**src/rtl/controller_seq.sv**
```systemverilog
// controller_seq: eight-phase instruction sequencer for the VeriRISC core.
// One instruction takes eight clocks. The strobes are decoded combinationally
// from the current phase, the opcode and the zero flag. A HLT instruction
// freezes the sequencer until the next reset.
//
// phase       | meaning
// ------------+-----------------------------------------------------------
// INST_ADDR 0 | PC drives the memory address
// INST_FETCH 1| read the instruction word
// INST_LOAD 2 | load the instruction register
// IDLE 3      | hold the fetch strobes while the IR settles
// OP_ADDR 4   | advance the PC; HLT is recognised here
// OP_FETCH 5  | read the operand for ALU-class instructions
// ALU_OP 6    | SKZ skip, JMP load, STO drives the data bus
// STORE 7     | accumulator load, JMP load, STO write
// halted      | sticky flag; phase frozen, only halt asserted

module controller_seq #(
  parameter int OPC_W   = 3,
  parameter int PHASE_W = 3
) (
  input  logic               clk,
  input  logic               rst,
  input  logic [OPC_W-1:0]   opcode,
  input  logic               zero,
  output logic               sel,
  output logic               rd,
  output logic               wr,
  output logic               ld_ir,
  output logic               ld_ac,
  output logic               data_e,
  output logic               inc_pc,
  output logic               ld_pc,
  output logic               halt,
  output logic [PHASE_W-1:0] phase
);

  typedef enum logic [PHASE_W-1:0] {
    PH_INST_ADDR  = PHASE_W'(0),
    PH_INST_FETCH = PHASE_W'(1),
    PH_INST_LOAD  = PHASE_W'(2),
    PH_IDLE       = PHASE_W'(3),
    PH_OP_ADDR    = PHASE_W'(4),
    PH_OP_FETCH   = PHASE_W'(5),
    PH_ALU_OP     = PHASE_W'(6),
    PH_STORE      = PHASE_W'(7)
  } phase_e;

  localparam logic [OPC_W-1:0] OP_HLT = OPC_W'(0);
  localparam logic [OPC_W-1:0] OP_SKZ = OPC_W'(1);
  localparam logic [OPC_W-1:0] OP_ADD = OPC_W'(2);
  localparam logic [OPC_W-1:0] OP_AND = OPC_W'(3);
  localparam logic [OPC_W-1:0] OP_XOR = OPC_W'(4);
  localparam logic [OPC_W-1:0] OP_LDA = OPC_W'(5);
  localparam logic [OPC_W-1:0] OP_STO = OPC_W'(6);
  localparam logic [OPC_W-1:0] OP_JMP = OPC_W'(7);

  phase_e phase_q, phase_d;
  logic   halted_q, halted_d;

  logic is_hlt;
  logic is_skz;
  logic is_sto;
  logic is_jmp;
  logic alu_op;

  assign is_hlt = (opcode == OP_HLT);
  assign is_skz = (opcode == OP_SKZ);
  assign is_sto = (opcode == OP_STO);
  assign is_jmp = (opcode == OP_JMP);
  assign alu_op = (opcode == OP_ADD) || (opcode == OP_AND) ||
                  (opcode == OP_XOR) || (opcode == OP_LDA);

  // Phase and halt registers; reset wins over everything, including halt.
  always_ff @(posedge clk) begin
    if (!rst) begin
      phase_q  <= PH_INST_ADDR;
      halted_q <= 1'b0;
    end else begin
      phase_q  <= phase_d;
      halted_q <= halted_d;
    end
  end

  // Next phase: free-running 0..7 wrap; HLT at OP_ADDR parks the phase at 4.
  always_comb begin
    phase_d  = phase_q;
    halted_d = halted_q;
    if (!halted_q) begin
      if (phase_q == PH_OP_ADDR && is_hlt) begin
        halted_d = 1'b1;
      end else begin
        phase_d = phase_e'(phase_q + PHASE_W'(1));
      end
    end
  end

  // Strobe decode; once halted every strobe except halt is held low.
  always_comb begin
    sel    = 1'b0;
    rd     = 1'b0;
    wr     = 1'b0;
    ld_ir  = 1'b0;
    ld_ac  = 1'b0;
    data_e = 1'b0;
    inc_pc = 1'b0;
    ld_pc  = 1'b0;
    halt   = 1'b0;
    if (halted_q) begin
      halt = 1'b1;
    end else begin
      case (phase_q)
        PH_INST_ADDR: begin
          sel = 1'b1;
        end
        PH_INST_FETCH: begin
          sel = 1'b1;
          rd  = 1'b1;
        end
        PH_INST_LOAD, PH_IDLE: begin
          sel   = 1'b1;
          rd    = 1'b1;
          ld_ir = 1'b1;
        end
        PH_OP_ADDR: begin
          inc_pc = 1'b1;
          halt   = is_hlt;
        end
        PH_OP_FETCH: begin
          rd = alu_op;
        end
        PH_ALU_OP: begin
          rd     = alu_op;
          inc_pc = is_skz && zero;
          ld_pc  = is_jmp;
          data_e = is_sto;
        end
        PH_STORE: begin
          rd     = alu_op;
          ld_ac  = alu_op;
          ld_pc  = is_jmp;
          wr     = is_sto;
          data_e = is_sto;
        end
        default: begin
          sel = 1'b0;
        end
      endcase
    end
  end

  assign phase = phase_q;

endmodule

```
**config.mk**
```make
export PLATFORM = sky130hd
export DESIGN_NAME = controller_seq
export DESIGN_NICKNAME = d
export VERILOG_FILES = /design/src/rtl/controller_seq.sv
export SDC_FILE = /design/constraint.sdc
export NUM_CORES = 1
export LEC_CHECK = 0
export ABC_AREA = 1
export CORE_AREA = 5 5 42 44
export DETAILED_ROUTE_END_ITERATION = 8
export DIE_AREA = 0 0 47 49
export GPL_ROUTABILITY_DRIVEN = 0
export GPL_TIMING_DRIVEN = 0
export MAX_ROUTING_LAYER = met4
export PLACE_DENSITY = 0.62
export SLEW_MARGIN = 20
export SYNTH_ARGS = -nofsm -noshare
export SYNTH_HDL_FRONTEND = slang
export SYNTH_SLANG_ARGS = --single-unit
```
**constraint.sdc**
```tcl
create_clock -name clk -period 3.5 [get_ports clk]
set_clock_uncertainty 0.05 [all_clocks]
set_input_delay 1.05 -clock clk [delete_from_list [all_inputs] [get_ports clk]]
set_output_delay 1.05 -clock clk [all_outputs]
set_load 0.01 [all_outputs]
```
==> impl_metrics.prom, run 1 <==
# TYPE chip_impl_metric gauge
chip_impl_metric{name="grt_antenna_before_repair",unit=""} 0
chip_impl_metric{name="routedWlPerCell",unit="um"} 10.1
chip_impl_metric{name="post-route-util",unit="%"} 45.2
chip_impl_metric{name="chipWidth",unit="um"} 47
chip_impl_metric{name="grt_remaining_overflow",unit=""} 0
chip_impl_metric{name="global_route.usage.total",unit="%"} 11.5
chip_impl_metric{name="via_count",unit=""} 457
chip_impl_metric{name="clockBufferDepth",unit=""} 2
chip_impl_metric{name="crit_required",unit="ns"} 2.40
chip_impl_metric{name="clkSinkCount",unit=""} 4
chip_impl_metric{name="initialDrtViolationCount",unit=""} 3
chip_impl_info{name="cp-end-kind",value="output pin"} 1
chip_impl_metric{name="yosys.cell_types.count",unit=""} 18
chip_impl_metric{name="flop_to_flop_setup_slack",unit="ns"} 2.15
chip_impl_info{name="cts_tree",value="yes"} 1
chip_impl_metric{name="maxSlewViolCount",unit=""} 0
chip_impl_metric{name="fp.coreArea",unit="sq um"} 1400
chip_impl_metric{name="io_buffer_count",unit=""} 17
chip_impl_info{name="hp-class",value="register to register"} 1
chip_impl_metric{name="synth-warning-count",unit=""} 0
chip_impl_metric{name="ys_seq_elements",unit=""} 4
chip_impl_metric{name="synth_area_in_adders",unit="%"} 18.0
chip_impl_metric{name="floorplan.initialDensity",unit="%"} 29.8
chip_impl_metric{name="setup_viol",unit=""} 0
chip_impl_info{name="cts-root-buf",value="sky130_fd_sc_hd__clkbuf_4"} 1
chip_impl_metric{name="critical_path.n_buffers_inverters",unit=""} 3
chip_impl_metric{name="tritoncts.num_buffers",unit=""} 3
chip_impl_metric{name="drt.antenna.violating_nets",unit=""} 0
chip_impl_metric{name="layout-drive-gt1-share",unit="%"} 20.9
chip_impl_metric{name="wirelength",unit="um"} 1030
chip_impl_metric{name="synthesis.area_per_instance",unit="sq um"} 6.43
chip_impl_metric{name="finalCritPeriodShare",unit="%"} 96.6
chip_impl_metric{name="crit_fanout",unit=""} 4
chip_impl_metric{name="areaGrowthSynthToFinish",unit="%"} 51.5
chip_impl_metric{name="netlist_area",unit="sq um"} 418
chip_impl_metric{name="power_consumption",unit="mW"} 0.183
chip_impl_metric{name="clock_latency",unit="ns"} 0.23
chip_impl_metric{name="hpwlAfterDp",unit="um"} 834
chip_impl_metric{name="synth-async-reset-ratio",unit="%"} 0
chip_impl_metric{name="post_synth_xor_area_fraction",unit="%"} 0
chip_impl_metric{name="cap_viol_max_count",unit=""} 0
chip_impl_metric{name="static_leakage",unit="nW"} 0.372
chip_impl_metric{name="std_cell_rows",unit=""} 14
chip_impl_metric{name="antenna_cells",unit=""} 0
chip_impl_info{name="timing.critical_path.cells",value="clkdlybuf4s50_1 -> nor2_4 -> buf_4 -> nor4_1 -> dlygate4sd2_1"} 1
chip_impl_metric{name="grt_first_pass_wirelength",unit="um"} 1870
chip_impl_metric{name="synth-edff-count",unit=""} 0
chip_impl_metric{name="chipHeight",unit="um"} 49
chip_impl_metric{name="syn_nets",unit=""} 77
chip_impl_metric{name="yosys.area.top_type_share",unit="%"} 19.2
chip_impl_metric{name="final_total_negative_setup_slack",unit="ns"} 0
chip_impl_metric{name="num-nets-final",unit=""} 100
chip_impl_info{name="worst-setup-path-type",value="input port to output pin"} 1
chip_impl_metric{name="max_freq",unit="MHz"} 296
chip_impl_metric{name="ctsHoldBuffers",unit=""} 0
chip_impl_metric{name="synth.area.mux_share",unit="%"} 0
chip_impl_metric{name="avgViaCountPerCell",unit=""} 4.48
chip_impl_metric{name="clock_tree.htree_level_count",unit=""} 1
chip_impl_metric{name="power_density",unit="nW/um^2"} 290
chip_impl_info{name="most_frequent_cell_after_synthesis",value="sky130_fd_sc_hd__nor2_1"} 1
chip_impl_metric{name="cp_slowest_stage_delay",unit="ns"} 0.52
chip_impl_metric{name="vias_in_the_first_global_route",unit=""} 442
chip_impl_metric{name="irDropWorstVdd",unit="V"} 0.000270
chip_impl_metric{name="post_synth_and_or_nand_nor_area_fraction",unit="%"} 45.5
chip_impl_metric{name="detail_route.drc_violations",unit=""} 0
chip_impl_metric{name="synth-seq-area-share",unit="%"} 19.2
chip_impl_metric{name="grt_start_max_net_pins",unit=""} 10
chip_impl_info{name="cp_slowest_cell",value="sky130_fd_sc_hd__clkdlybuf4s50_1"} 1
chip_impl_metric{name="die_area",unit="sq um"} 2300
chip_impl_info{name="cp_top_family",value="buffers and inverters"} 1
chip_impl_info{name="synth_top_cells_by_count",value="sky130_fd_sc_hd__nor2_1, sky130_fd_sc_hd__nand2_1, sky130_fd_sc_hd__inv_1"} 1
chip_impl_metric{name="fraction_of_the_mapped_netlist_area_in_compound_gates",unit="%"} 6.59
chip_impl_info{name="start_kind",value="input port"} 1
chip_impl_info{name="yosysTopAreaCell",value="sky130_fd_sc_hd__dfxtp_1"} 1
chip_impl_info{name="setup_repair_after_global_routing_missed_its_margin",value="false"} 1
chip_impl_info{name="combinational_family_with_the_most_area_after_synthesis",value="simple AND/OR/NAND/NOR gates"} 1
chip_impl_metric{name="cp_data_arrival_time",unit="ns"} 2.28
chip_impl_metric{name="timing_hold_violations_final",unit=""} 0
chip_impl_metric{name="detailedRoute.firstPassIterationCount",unit=""} 3
chip_impl_metric{name="postSynthCellCount",unit=""} 65
chip_impl_metric{name="io-pin-count",unit=""} 18
chip_impl_metric{name="max_slew_margin",unit="%"} 77.9
chip_impl_info{name="run_status",value="complete, no violations"} 1
chip_impl_info{name="synth_flop_cell",value="sky130_fd_sc_hd__dfxtp_1"} 1
chip_impl_metric{name="fin_crit",unit="ns"} 3.38
chip_impl_metric{name="worst_slew_pin_tran",unit="ns"} 0.330
chip_impl_info{name="synth.area.top_cells",value="sky130_fd_sc_hd__dfxtp_1, sky130_fd_sc_hd__ha_1, sky130_fd_sc_hd__nor2_1"} 1
chip_impl_metric{name="path_clk_slew",unit="ns"} 0.03
[through the flow]
step	instance area (sq um)	worst slack (ns)	hold WS, ns	std cells
6_report	633	0.119	0.509	102
2_1_floorplan	418	0.859	0.510	65
3_3_place_gp	608	-0.133	0.506	98
5_1_grt	633	0.0269	0.558	102
4_1_cts	632	0.000147	0.517	102
3_5_place_dp	608	-0.147	0.509	98
[placed cells by master (no fill, tap or decap), types with 2 or more instances in the layout]
cell                              synthesis  routed
sky130_fd_sc_hd__clkbuf_4                 0       3
sky130_fd_sc_hd__nor2_1                  11      11
sky130_fd_sc_hd__dfxtp_1                  4       4
sky130_fd_sc_hd__a21oi_1                  3       3
sky130_fd_sc_hd__nand3_1                  5       5
sky130_fd_sc_hd__dlymetal6s2s_1           0       2
sky130_fd_sc_hd__inv_1                    9       8
sky130_fd_sc_hd__nand2_1                 10      10
sky130_fd_sc_hd__nand2_2                  5       5
sky130_fd_sc_hd__dlygate4sd2_1            0       4
sky130_fd_sc_hd__ha_1                     6       6
sky130_fd_sc_hd__clkdlybuf4s50_1          0      10
sky130_fd_sc_hd__inv_2                    3       4
[power breakdown]
part           internal (mW)  switching [mW]
Clock                 0.0382          0.0171
Combinational         0.0372          0.0349
Sequential            0.0497         0.00632
Total                  0.125          0.0583
[worst reg2reg max path, delay by kind of cell (launching register included)]
family                   cells  cell delay [ns]
adder cells (fa/ha/maj)      1             0.24
AND/OR/NAND/NOR              6             0.43
flip-flops                   1             0.42
buffers and inverters        2             0.15
[cell families after synthesis]
family | count (synthesis)
AOI/OAI and AO/OA | 5
and+or+nand+nor | 38
adders and majority gates | 6
DFF | 4
buffers and inverters | 12
[routing by layer]
| metal | global-route usage [%] | wire, um |
|---|---|---|
| met1 | 13.4 | 457 |
| met2 | 16.7 | 524 |
| met5 | - | 0 |
| met3 | 5.54 | 36 |
| met4 | 4.15 | 9 |
[state kept, by name (all words and copies together), names as in the netlist]
register  count
phase         3
halted_q      1
[timing repair]
item	in CTS	in global routing
pin swaps	1	0
endpoints found under the setup margin	7	3
gates resized for setup	6	4
buffers inserted	1	0
[path summary, 6_finish.rpt]
| path | to | from | cells past startpoint |
|---|---|---|---|
| hold reg to reg | phase[0] | phase[0] | 2 |
| hold / removal | phase[0] | phase[0] | 2 |
| setup / recovery | ld_ac | opcode[1] | 5 |
| setup reg to reg | phase[2] | phase[0] | 9 |
[cell type report]
type | count | area, sq um
Sequential cell | 4 | 80.1
Tap cell | 16 | 20.0
Fill cell | 160 | 768
Multi-Input combinational cell | 49 | 293
Timing Repair Buffer | 18 | 173
Inverter | 12 | 45.0
Clock buffer | 3 | 22.5
Power figures use the tool's default switching activity.
==> inputs of run 2 (changes only) <==
--- a/config.mk
+++ b/config.mk
@@ -6,6 +6,7 @@
 export NUM_CORES = 1
 export LEC_CHECK = 0
 export ABC_AREA = 1
+export CAP_MARGIN = 10
 export CORE_AREA = 5 5 42 44
 export DETAILED_ROUTE_END_ITERATION = 8
 export DIE_AREA = 0 0 47 49
==> results of run 2 <==
The final DEF is identical to that of run 1; final timing and power are the same.
==> inputs of run 3 (changes only) <==
--- a/config.mk
+++ b/config.mk
@@ -7,13 +7,14 @@
 export LEC_CHECK = 0
 export ABC_AREA = 1
 export CAP_MARGIN = 10
-export CORE_AREA = 5 5 42 44
+export CELL_PAD_IN_SITES_DETAIL_PLACEMENT = 0
+export CELL_PAD_IN_SITES_GLOBAL_PLACEMENT = 2
+export CORE_MARGIN = 5
+export CORE_UTILIZATION = 21
 export DETAILED_ROUTE_END_ITERATION = 8
-export DIE_AREA = 0 0 47 49
 export GPL_ROUTABILITY_DRIVEN = 0
-export GPL_TIMING_DRIVEN = 0
 export MAX_ROUTING_LAYER = met4
-export PLACE_DENSITY = 0.62
+export PLACE_DENSITY = 0.79
 export SLEW_MARGIN = 20
 export SYNTH_ARGS = -nofsm -noshare
 export SYNTH_HDL_FRONTEND = slang
==> impl_metrics.prom, run 3 (synthesis results as in run 1) <==
# TYPE chip_impl_metric gauge
chip_impl_metric{name="grt_remaining_overflow",unit=""} 0
chip_impl_info{name="start_kind",value="input port"} 1
chip_impl_info{name="hp-class",value="register to register"} 1
chip_impl_metric{name="cp_slowest_stage_delay",unit="ns"} 0.46
chip_impl_metric{name="grt_antenna_before_repair",unit=""} 0
chip_impl_metric{name="irDropWorstVdd",unit="V"} 0.0000984
chip_impl_metric{name="fp.coreArea",unit="sq um"} 1920
chip_impl_metric{name="max_freq",unit="MHz"} 295
chip_impl_metric{name="static_leakage",unit="nW"} 0.377
chip_impl_metric{name="cap_viol_max_count",unit=""} 0
chip_impl_metric{name="power_density",unit="nW/um^2"} 280
chip_impl_metric{name="number_of_filler_cells_placed_in_the_layout",unit=""} 230
chip_impl_metric{name="maxSlewViolCount",unit=""} 0
chip_impl_metric{name="antenna_cells",unit=""} 0
chip_impl_metric{name="grt_start_max_net_pins",unit=""} 10
chip_impl_info{name="layout_commonest_cell",value="sky130_fd_sc_hd__nor2_1"} 1
chip_impl_info{name="run_status",value="complete, no violations"} 1
chip_impl_metric{name="post-route-util",unit="%"} 35.0
chip_impl_info{name="worst_hold_startpoint",value="phase[0]"} 1
chip_impl_metric{name="chipHeight",unit="um"} 54.6
chip_impl_info{name="timing.critical_path.cells",value="clkdlybuf4s50_1 -> nor2_4 -> buf_4 -> nand4_1 -> a21oi_1 -> dlygate4sd2_1"} 1
chip_impl_metric{name="timing_hold_violations_final",unit=""} 0
chip_impl_metric{name="clock_tree.htree_level_count",unit=""} 1
chip_impl_metric{name="io-pin-count",unit=""} 18
chip_impl_metric{name="avgViaCountPerCell",unit=""} 3.93
chip_impl_info{name="cts_tree",value="yes"} 1
chip_impl_metric{name="initialDrtViolationCount",unit=""} 2
chip_impl_metric{name="via_count",unit=""} 460
chip_impl_metric{name="crit_fanout",unit=""} 4
chip_impl_metric{name="hpwlAfterDp",unit="um"} 882
chip_impl_metric{name="areaGrowthSynthToFinish",unit="%"} 61.1
chip_impl_info{name="cp_slowest_cell",value="sky130_fd_sc_hd__clkdlybuf4s50_1"} 1
chip_impl_metric{name="global_route.usage.total",unit="%"} 8.70
chip_impl_metric{name="cp_data_arrival_time",unit="ns"} 2.29
chip_impl_metric{name="final-seq-area",unit="sq um"} 80.1
chip_impl_metric{name="std_cell_rows",unit=""} 16
chip_impl_metric{name="grt_first_pass_wirelength",unit="um"} 1860
chip_impl_metric{name="crit_required",unit="ns"} 2.40
chip_impl_metric{name="layout-drive-gt1-share",unit="%"} 24.4
chip_impl_metric{name="clockBufferDepth",unit=""} 2
chip_impl_info{name="cts-root-buf",value="sky130_fd_sc_hd__clkbuf_4"} 1
chip_impl_metric{name="num-nets-final",unit=""} 104
chip_impl_metric{name="finalCritPeriodShare",unit="%"} 96.8
chip_impl_info{name="cp-end-kind",value="output pin"} 1
chip_impl_metric{name="max_slew_margin",unit="%"} 78.0
chip_impl_metric{name="critical_path.n_buffers_inverters",unit=""} 3
chip_impl_metric{name="largest_reg_flops",unit=""} 3
chip_impl_info{name="critical_path.reg2reg.startpoint",value="phase[0]"} 1
chip_impl_metric{name="holdWs",unit="ns"} 0.529
chip_impl_metric{name="tritoncts.num_buffers",unit=""} 3
chip_impl_metric{name="fin_crit",unit="ns"} 3.39
chip_impl_info{name="worst-setup-path-type",value="input port to output pin"} 1
chip_impl_metric{name="detail_route.drc_violations",unit=""} 0
chip_impl_metric{name="path_clk_slew",unit="ns"} 0.03
chip_impl_metric{name="io_buffer_count",unit=""} 17
chip_impl_metric{name="wirelength",unit="um"} 1060
chip_impl_info{name="setup_repair_after_global_routing_missed_its_margin",value="false"} 1
chip_impl_metric{name="drt.antenna.violating_nets",unit=""} 0
chip_impl_metric{name="clock_latency",unit="ns"} 0.24
chip_impl_metric{name="setup_viol",unit=""} 0
chip_impl_info{name="critPathLaunch",value="opcode[1]"} 1
chip_impl_metric{name="clkSinkCount",unit=""} 4
chip_impl_metric{name="routedWlPerCell",unit="um"} 9.02
chip_impl_metric{name="detailedRoute.firstPassIterationCount",unit=""} 4
chip_impl_metric{name="ctsHoldBuffers",unit=""} 0
chip_impl_info{name="cp_top_family",value="buffers and inverters"} 1
chip_impl_info{name="highest_count_cells_in_the_layout_ignoring_fill_and_taps",value="sky130_fd_sc_hd__nor2_1, sky130_fd_sc_hd__nand2_1, sky130_fd_sc_hd__clkdlybuf4s50_1"} 1
chip_impl_metric{name="die_area",unit="sq um"} 2980
chip_impl_metric{name="worst_slew_pin_tran",unit="ns"} 0.330
chip_impl_metric{name="vias_in_the_first_global_route",unit=""} 460
chip_impl_metric{name="chipWidth",unit="um"} 54.6
chip_impl_metric{name="floorplan.initialDensity",unit="%"} 21.7
chip_impl_metric{name="multiInputGateArea",unit="sq um"} 293
run 3: cell count changes in the layout (fill, tap and decap cells not counted):
cell	before	now
sky130_fd_sc_hd__dlymetal6s2s_1	2	1
sky130_fd_sc_hd__buf_4	1	5
sky130_fd_sc_hd__dlygate4sd2_1	4	5
run 3: through the flow:
| step | power [mW] | instances | setup TNS, ns | area (sq um) | setup slack (ns) |
|---|---|---|---|---|---|
| after CTS | 0.193 | 117 | 0 | 674 | 0.0287 |
| after floorplan | 0.0949 | 65 | 0 | 418 | 0.859 |
| after global placement | 0.135 | 113 | -0.503 | 652 | -0.104 |
| after global routing | 0.205 | 117 | 0 | 673 | 0.0324 |
| after detailed placement | 0.134 | 113 | -0.593 | 652 | -0.114 |
| final | 0.189 | 117 | 0 | 673 | 0.112 |
run 3: timing repair:
item,in CTS,in global routing
buffers inserted,1,0
pin swaps,1,0
resized for setup,6,4
endpoints found under the setup margin,7,2
endpoints found under the hold margin,0,0
run 3: area by class of cell:
class / count / share of cell area (%)
multi-input combinational: 49 / 43.5
timing repair buffer: 22 / 29.6
sequential: 4 / 11.9
inverter: 12 / 6.69
tap: 27 / 5.02
clock buffer: 3 / 3.35
run 3: power breakdown:
group | switching [mW] | total [mW] | internal (mW)
sequential | 0.00646 | 0.0562 | 0.0497
clock | 0.0197 | 0.0581 | 0.0384
combinational | 0.0354 | 0.0742 | 0.0388
run 3: metal layers:
metal / vias to the layer above / wire length, um / GRT usage (%)
met4: 0 / 15 / 6.22
met5: - / 0 / -
met1: 193 / 520 / 11.3
met2: 10 / 479 / 12.8
met3: 2 / 39 / 0.272
li1: 255 / - / -
run 3: final timing paths:
path,end,slack [ns],cells past startpoint
hold / removal,phase[0],0.53,2
setup reg to reg,phase[1],2.06,9
hold reg to reg,phase[0],0.53,2
setup / recovery,inc_pc,0.11,6
run 3: worst register-to-register path, delay by kind of cell (launching register included):
family        cells  cell delay (ns)
buf+inv           3             0.28
flops             1             0.43
simple gates      5             0.33
fa+ha+maj         1             0.24
==> RTL edit 1: new RTL, settings of run 1 <==
Set the parameter `OPC_W` to 6 (it was 3).
--- a/src/rtl/controller_seq.sv
+++ b/src/rtl/controller_seq.sv
@@ -17,5 +17,5 @@
 
 module controller_seq #(
-  parameter int OPC_W   = 3,
+  parameter int OPC_W   = 6,
   parameter int PHASE_W = 3
 ) (
Ports: changed (resized opcode); port bits go from 18 to 21. No check against the original RTL was run, so the function may have changed too.
==> RTL edit 1 against run 1 <==
- sequential cell count did not move
- sequential power shrank 4.1%
- routed wire length up 16%
- area after synthesis increased by 9.6%
- global-route usage is 0.089 points lower
- power decreased by 5.3%
- setup slack improved by 0.0012 ns
- highest routed layer is now met3
- fmax barely moved
- sequential share of layout area shrank 1.3 points
- critical endpoint unchanged
- critical path type unchanged
- final area up 12%
==> RTL edit 1: results (changes against run 1) <==
| Metric | Value |
|---|---|
| PortBufs | 20 (+3) |
| Critical path peak fanout | 3 (-1) |
| Netlist cell types | 12 (-6) |
| Overall Global Routing Usage | 0.1138 (-0.0008858) |
| Comb power | 65.6 uW (-9.0%) |
| Non-Clock Buffer Area Fraction | 0.2850 (+0.01223) |
| Synth Area in Adders | 0.1639 (-0.01571) |
| Mapped Nets | 96 (+25%) |
| Via count | 554 (+21%) |
| Worst Tran Pin Value | 0.2767 ns (-0.05363 ns) |
| Seq/total area | 0.1133 (-0.01321) |
| Layout cell share with drive strength beyond 1 | 0.1038 (-0.1055) |
| Vias in the first global route | 511 (+16%) |
| Critical path startpoint | opcode[4] |
| Non-Filler Instances | 122 (+20%) |
| Switching Fraction | 0.2986 (-0.01938) |
| Post-place setup slack | -0.2164 ns (-0.06978 ns) |
| Post-synthesis sequential area ratio | 0.1749 (-0.01675) |
| WL per Instance | 9.746 microns (-3.2%) |
| P_leak | 0.0004038 uW (+8.7%) |
| Cts repair resizes | 8 (+2) |
| DP HPWL | 990 microns (+19%) |
| Status | finished, final reports clean |
| Inverters | 17 (+5) |
| Nets | 123 (+23%) |
| Footprint of the multi-input gates | 319.1 sq um (+9.0%) |
| Final Cell Area | 706.9 sq um (+12%) |
| Top cells by area, synth | dfxtp_1, ha_1, inv_1 |
| Pre-antenna DRT Iters | 4 (+1) |
| Non-clock buffers | 22 (+4) |
| First-pass GRT wire length | 1.987 mm (+6.3%) |
| Clock buf/inv share | 0.03186 (-0.003715) |
| Multi-input gates | 60 (+22%) |
| Top post-synthesis cells by count | inv_1, nand2_1, nor2_1 |
| Crit path largest cell delay | 0.46 ns (-0.06 ns) |
| DR iter-0 viols | 11 (+8) |
RTL edit 1: cell count changes in the layout (fill, tap and decap cells not counted), moves of 2 or more:
cell / run 1 / this run
a21oi_1: 3 / 5
clkdlybuf4s50_1: 10 / 12
inv_1: 8 / 17
inv_2: 4 / 0
nand2_1: 10 / 17
nand2_2: 5 / 1
nand3_1: 5 / 8
nor2_1: 11 / 14
nor3_1: 1 / 3
RTL edit 1: path summary, 6_finish.rpt:
check / end / slack, ns / cells past startpoint
max: ld_ac / 0.12 / 6
min: phase[1]$_SDFFE_PN0P_ / 0.49 / 2
min reg2reg: phase[1]$_SDFFE_PN0P_ / 0.49 / 2
max reg2reg: phase[0]$_SDFFE_PN0P_ / 2.07 / 9
RTL edit 1: layer usage:
metal	global-route usage	share of wire	vias up
li1	-	-	304
met4	0.05530	0	0
met5	-	0	-
met1	0.1397	0.43	237
met2	0.1765	0.51	13
met3	0.01476	0.055	0
==> RTL edit 2: new RTL, flow settings as in run 1 <==
Without the edit above. Register the inputs `opcode` and `zero` before use. The logic sees them one clock later.
--- a/src/rtl/controller_seq.sv
+++ b/src/rtl/controller_seq.sv
@@ -56,4 +56,12 @@
   localparam logic [OPC_W-1:0] OP_JMP = OPC_W'(7);
 
+  logic [OPC_W-1:0] opcode_q;
+  logic zero_q;
+
+  always_ff @(posedge clk) begin
+    opcode_q <= opcode;
+    zero_q   <= zero;
+  end
+
   phase_e phase_q, phase_d;
   logic   halted_q, halted_d;
@@ -65,10 +73,10 @@
   logic alu_op;
 
-  assign is_hlt = (opcode == OP_HLT);
-  assign is_skz = (opcode == OP_SKZ);
-  assign is_sto = (opcode == OP_STO);
-  assign is_jmp = (opcode == OP_JMP);
-  assign alu_op = (opcode == OP_ADD) || (opcode == OP_AND) ||
-                  (opcode == OP_XOR) || (opcode == OP_LDA);
+  assign is_hlt = (opcode_q == OP_HLT);
+  assign is_skz = (opcode_q == OP_SKZ);
+  assign is_sto = (opcode_q == OP_STO);
+  assign is_jmp = (opcode_q == OP_JMP);
+  assign alu_op = (opcode_q == OP_ADD) || (opcode_q == OP_AND) ||
+                  (opcode_q == OP_XOR) || (opcode_q == OP_LDA);
 
   // Phase and halt registers; reset wins over everything, including halt.
@@ -132,5 +140,5 @@
         PH_ALU_OP: begin
           rd     = alu_op;
-          inc_pc = is_skz && zero;
+          inc_pc = is_skz && zero_q;
           ld_pc  = is_jmp;
           data_e = is_sto;
Function: changed (a bounded check fails within 10 cycles, from zero or initial values and one cycle with rst low).
==> RTL edit 2 against run 1 <==
- core utilization increased by 5.1 points
- routed wire length decreased by 6.6%
- first-iteration DRC count decreased by 33%
- setup slack improved by 0.33 ns
- critical endpoint unchanged
- area after synthesis increased by 18%
- final area increased by 11%
- via count increased by 1.5%
- power increased by 31%
- cell count increased by 4.9%
- clock power increased by 20%
- fmax increased by 11%
- die area unchanged
- sequential cell count increased by 4
==> RTL edit 2: results (changes against run 1) <==
| Metric | Value |
|---|---|
| Post-synthesis sequential area ratio | 0.3257 (+0.1341) |
| CTS buffer count | 3 (unchanged) |
| Top post-synthesis cells by count | nand2_1, inv_1, nor2_1 |
| Critical path arrival | 1.95 ns (-0.33 ns) |
| Post-synth top flop | dfxtp_1 |
| Worst path slowest cell | clkdlybuf4s50_1 |
| Overall Global Routing Usage | 0.1012 (-0.01349) |
| Initial antenna violation count | 0 (unchanged) |
| Mapped Nets | 84 (+9.1%) |
| Nets | 106 (+6.0%) |
| First-pass GRT wire length | 1.593 mm (-15%) |
| DR iter-0 viols | 2 (-1) |
| Pin count of the biggest net entering global routing | 9 (-1) |
| Family with the most delay on the worst path | buffers and inverters |
| Pre-antenna DRT Iters | 2 (-1) |
| Critical path startpoint | phase[0]$_SDFFE_PN0P_ |
| WL per Instance | 8.963 microns (-11%) |
| Async set-reset flop share out of synthesis | 0 (unchanged) |
| Top cells by area, synth | dfxtp_1, ha_1, nand2_1 |
| Max clock buf depth | 2 (unchanged) |
| Crit path largest cell delay | 0.58 ns (+0.06 ns) |
| Dpl cell area | 681.9 sq um (+12%) |
| Netlist cell types | 15 (-3) |
| PortBufs | 17 (unchanged) |
| Hold_sp | phase[0]$_SDFFE_PN0P_ |
| N_diodes | 0 (unchanged) |
| Cts repair resizes | 0 (-6) |
| DP HPWL | 824.4 microns (-1.1%) |
| Maxcap violations | 0 (unchanged) |
| Post-DR vias/cell | 4.336 (-3.2%) |
| Clock root buffer | clkbuf_4 |
| Post-CTS setup buffers | 0 (-1) |
| Critical path peak fanout | 6 (+2) |
| P_leak | 0.0003643 uW (-1.9%) |
| Clock transition at path regs | 0.05 ns (+0.02 ns) |
| Status | finished, final reports clean |
| Relative slew margins | 0.8250 (+0.04552) |
| Largest vdd supply drop | 0.1721 mV (-36%) |
| Vias in the first global route | 413 (-6.6%) |
| Min-Delay Path Class | flip-flop to flip-flop |
| Synthesis Warnings | 0 (unchanged) |
| Fill count | 146 (-8.8%) |
| Clock Latency Late Sink | 0.25 ns (+0.02 ns) |
| H-tree levels | 1 (unchanged) |
| Layout cell share with drive strength beyond 1 | 0.06593 (-0.1434) |
[RTL edit 2: worst min-delay path, stage by stage (launching register included)]
cell	delay, ns
dfxtp_1	0.36
nor2_1	0.12
nor2_1	0.05
[RTL edit 2: final cells by class]
type | instances | share of cell area
Multi-Input combinational cell | 50 | 0.4014
Timing Repair Buffer | 17 | 0.2416
Sequential cell | 8 | 0.2274
Inverter | 13 | 0.06927
Clock buffer | 3 | 0.03197
Tap cell | 16 | 0.02842
[RTL edit 2: worst paths after layout]
| check | endpoint | slack, ns | cells past startpoint |
|---|---|---|---|
| worst max-delay path | ld_ac | 0.45 | 5 |
| worst min-delay path | phase[0]$_SDFFE_PN0P_ | 0.51 | 2 |
| worst max register to register | phase[2]$_SDFFE_PN0P_ | 2.12 | 10 |
| worst min register to register | phase[0]$_SDFFE_PN0P_ | 0.51 | 2 |
[RTL edit 2: cell families after synthesis]
group           synth area share
compound gates           0.05597
fa+ha+maj                 0.1781
buf+inv                  0.09924
flops                     0.3257
simple gates              0.3410
[RTL edit 2: per-stage QoR]
stage / hold WS (ns) / util / std cells / setup slack, ns
floorplan: 0.4971 / - / 71 / 1.126
CTS: 0.5156 / 0.5027 / 107 / 0.4081
finish: 0.5119 / 0.5027 / 107 / 0.4470
global route: 0.5551 / 0.5027 / 107 / 0.2617
global placement: 0.5087 / 0.4866 / 104 / 0.6945
detailed placement: 0.5085 / 0.4866 / 104 / 0.6869
[RTL edit 2: metal layers]
layer	GRT usage	share of wire	vias to the layer above
met1	0.1104	0.41	191
met5	-	0	-
li1	-	-	259
met4	0.09677	0.034	0
met3	0.01107	0.051	4
met2	0.1493	0.50	10
[RTL edit 2: report_power, final]
part	internal, uW	leakage, uW	switching [uW]
registers	97.5	0.0000666	6.80
logic	37.6	0.000284	31.2
clock network	39.0	0.0000138	27.6
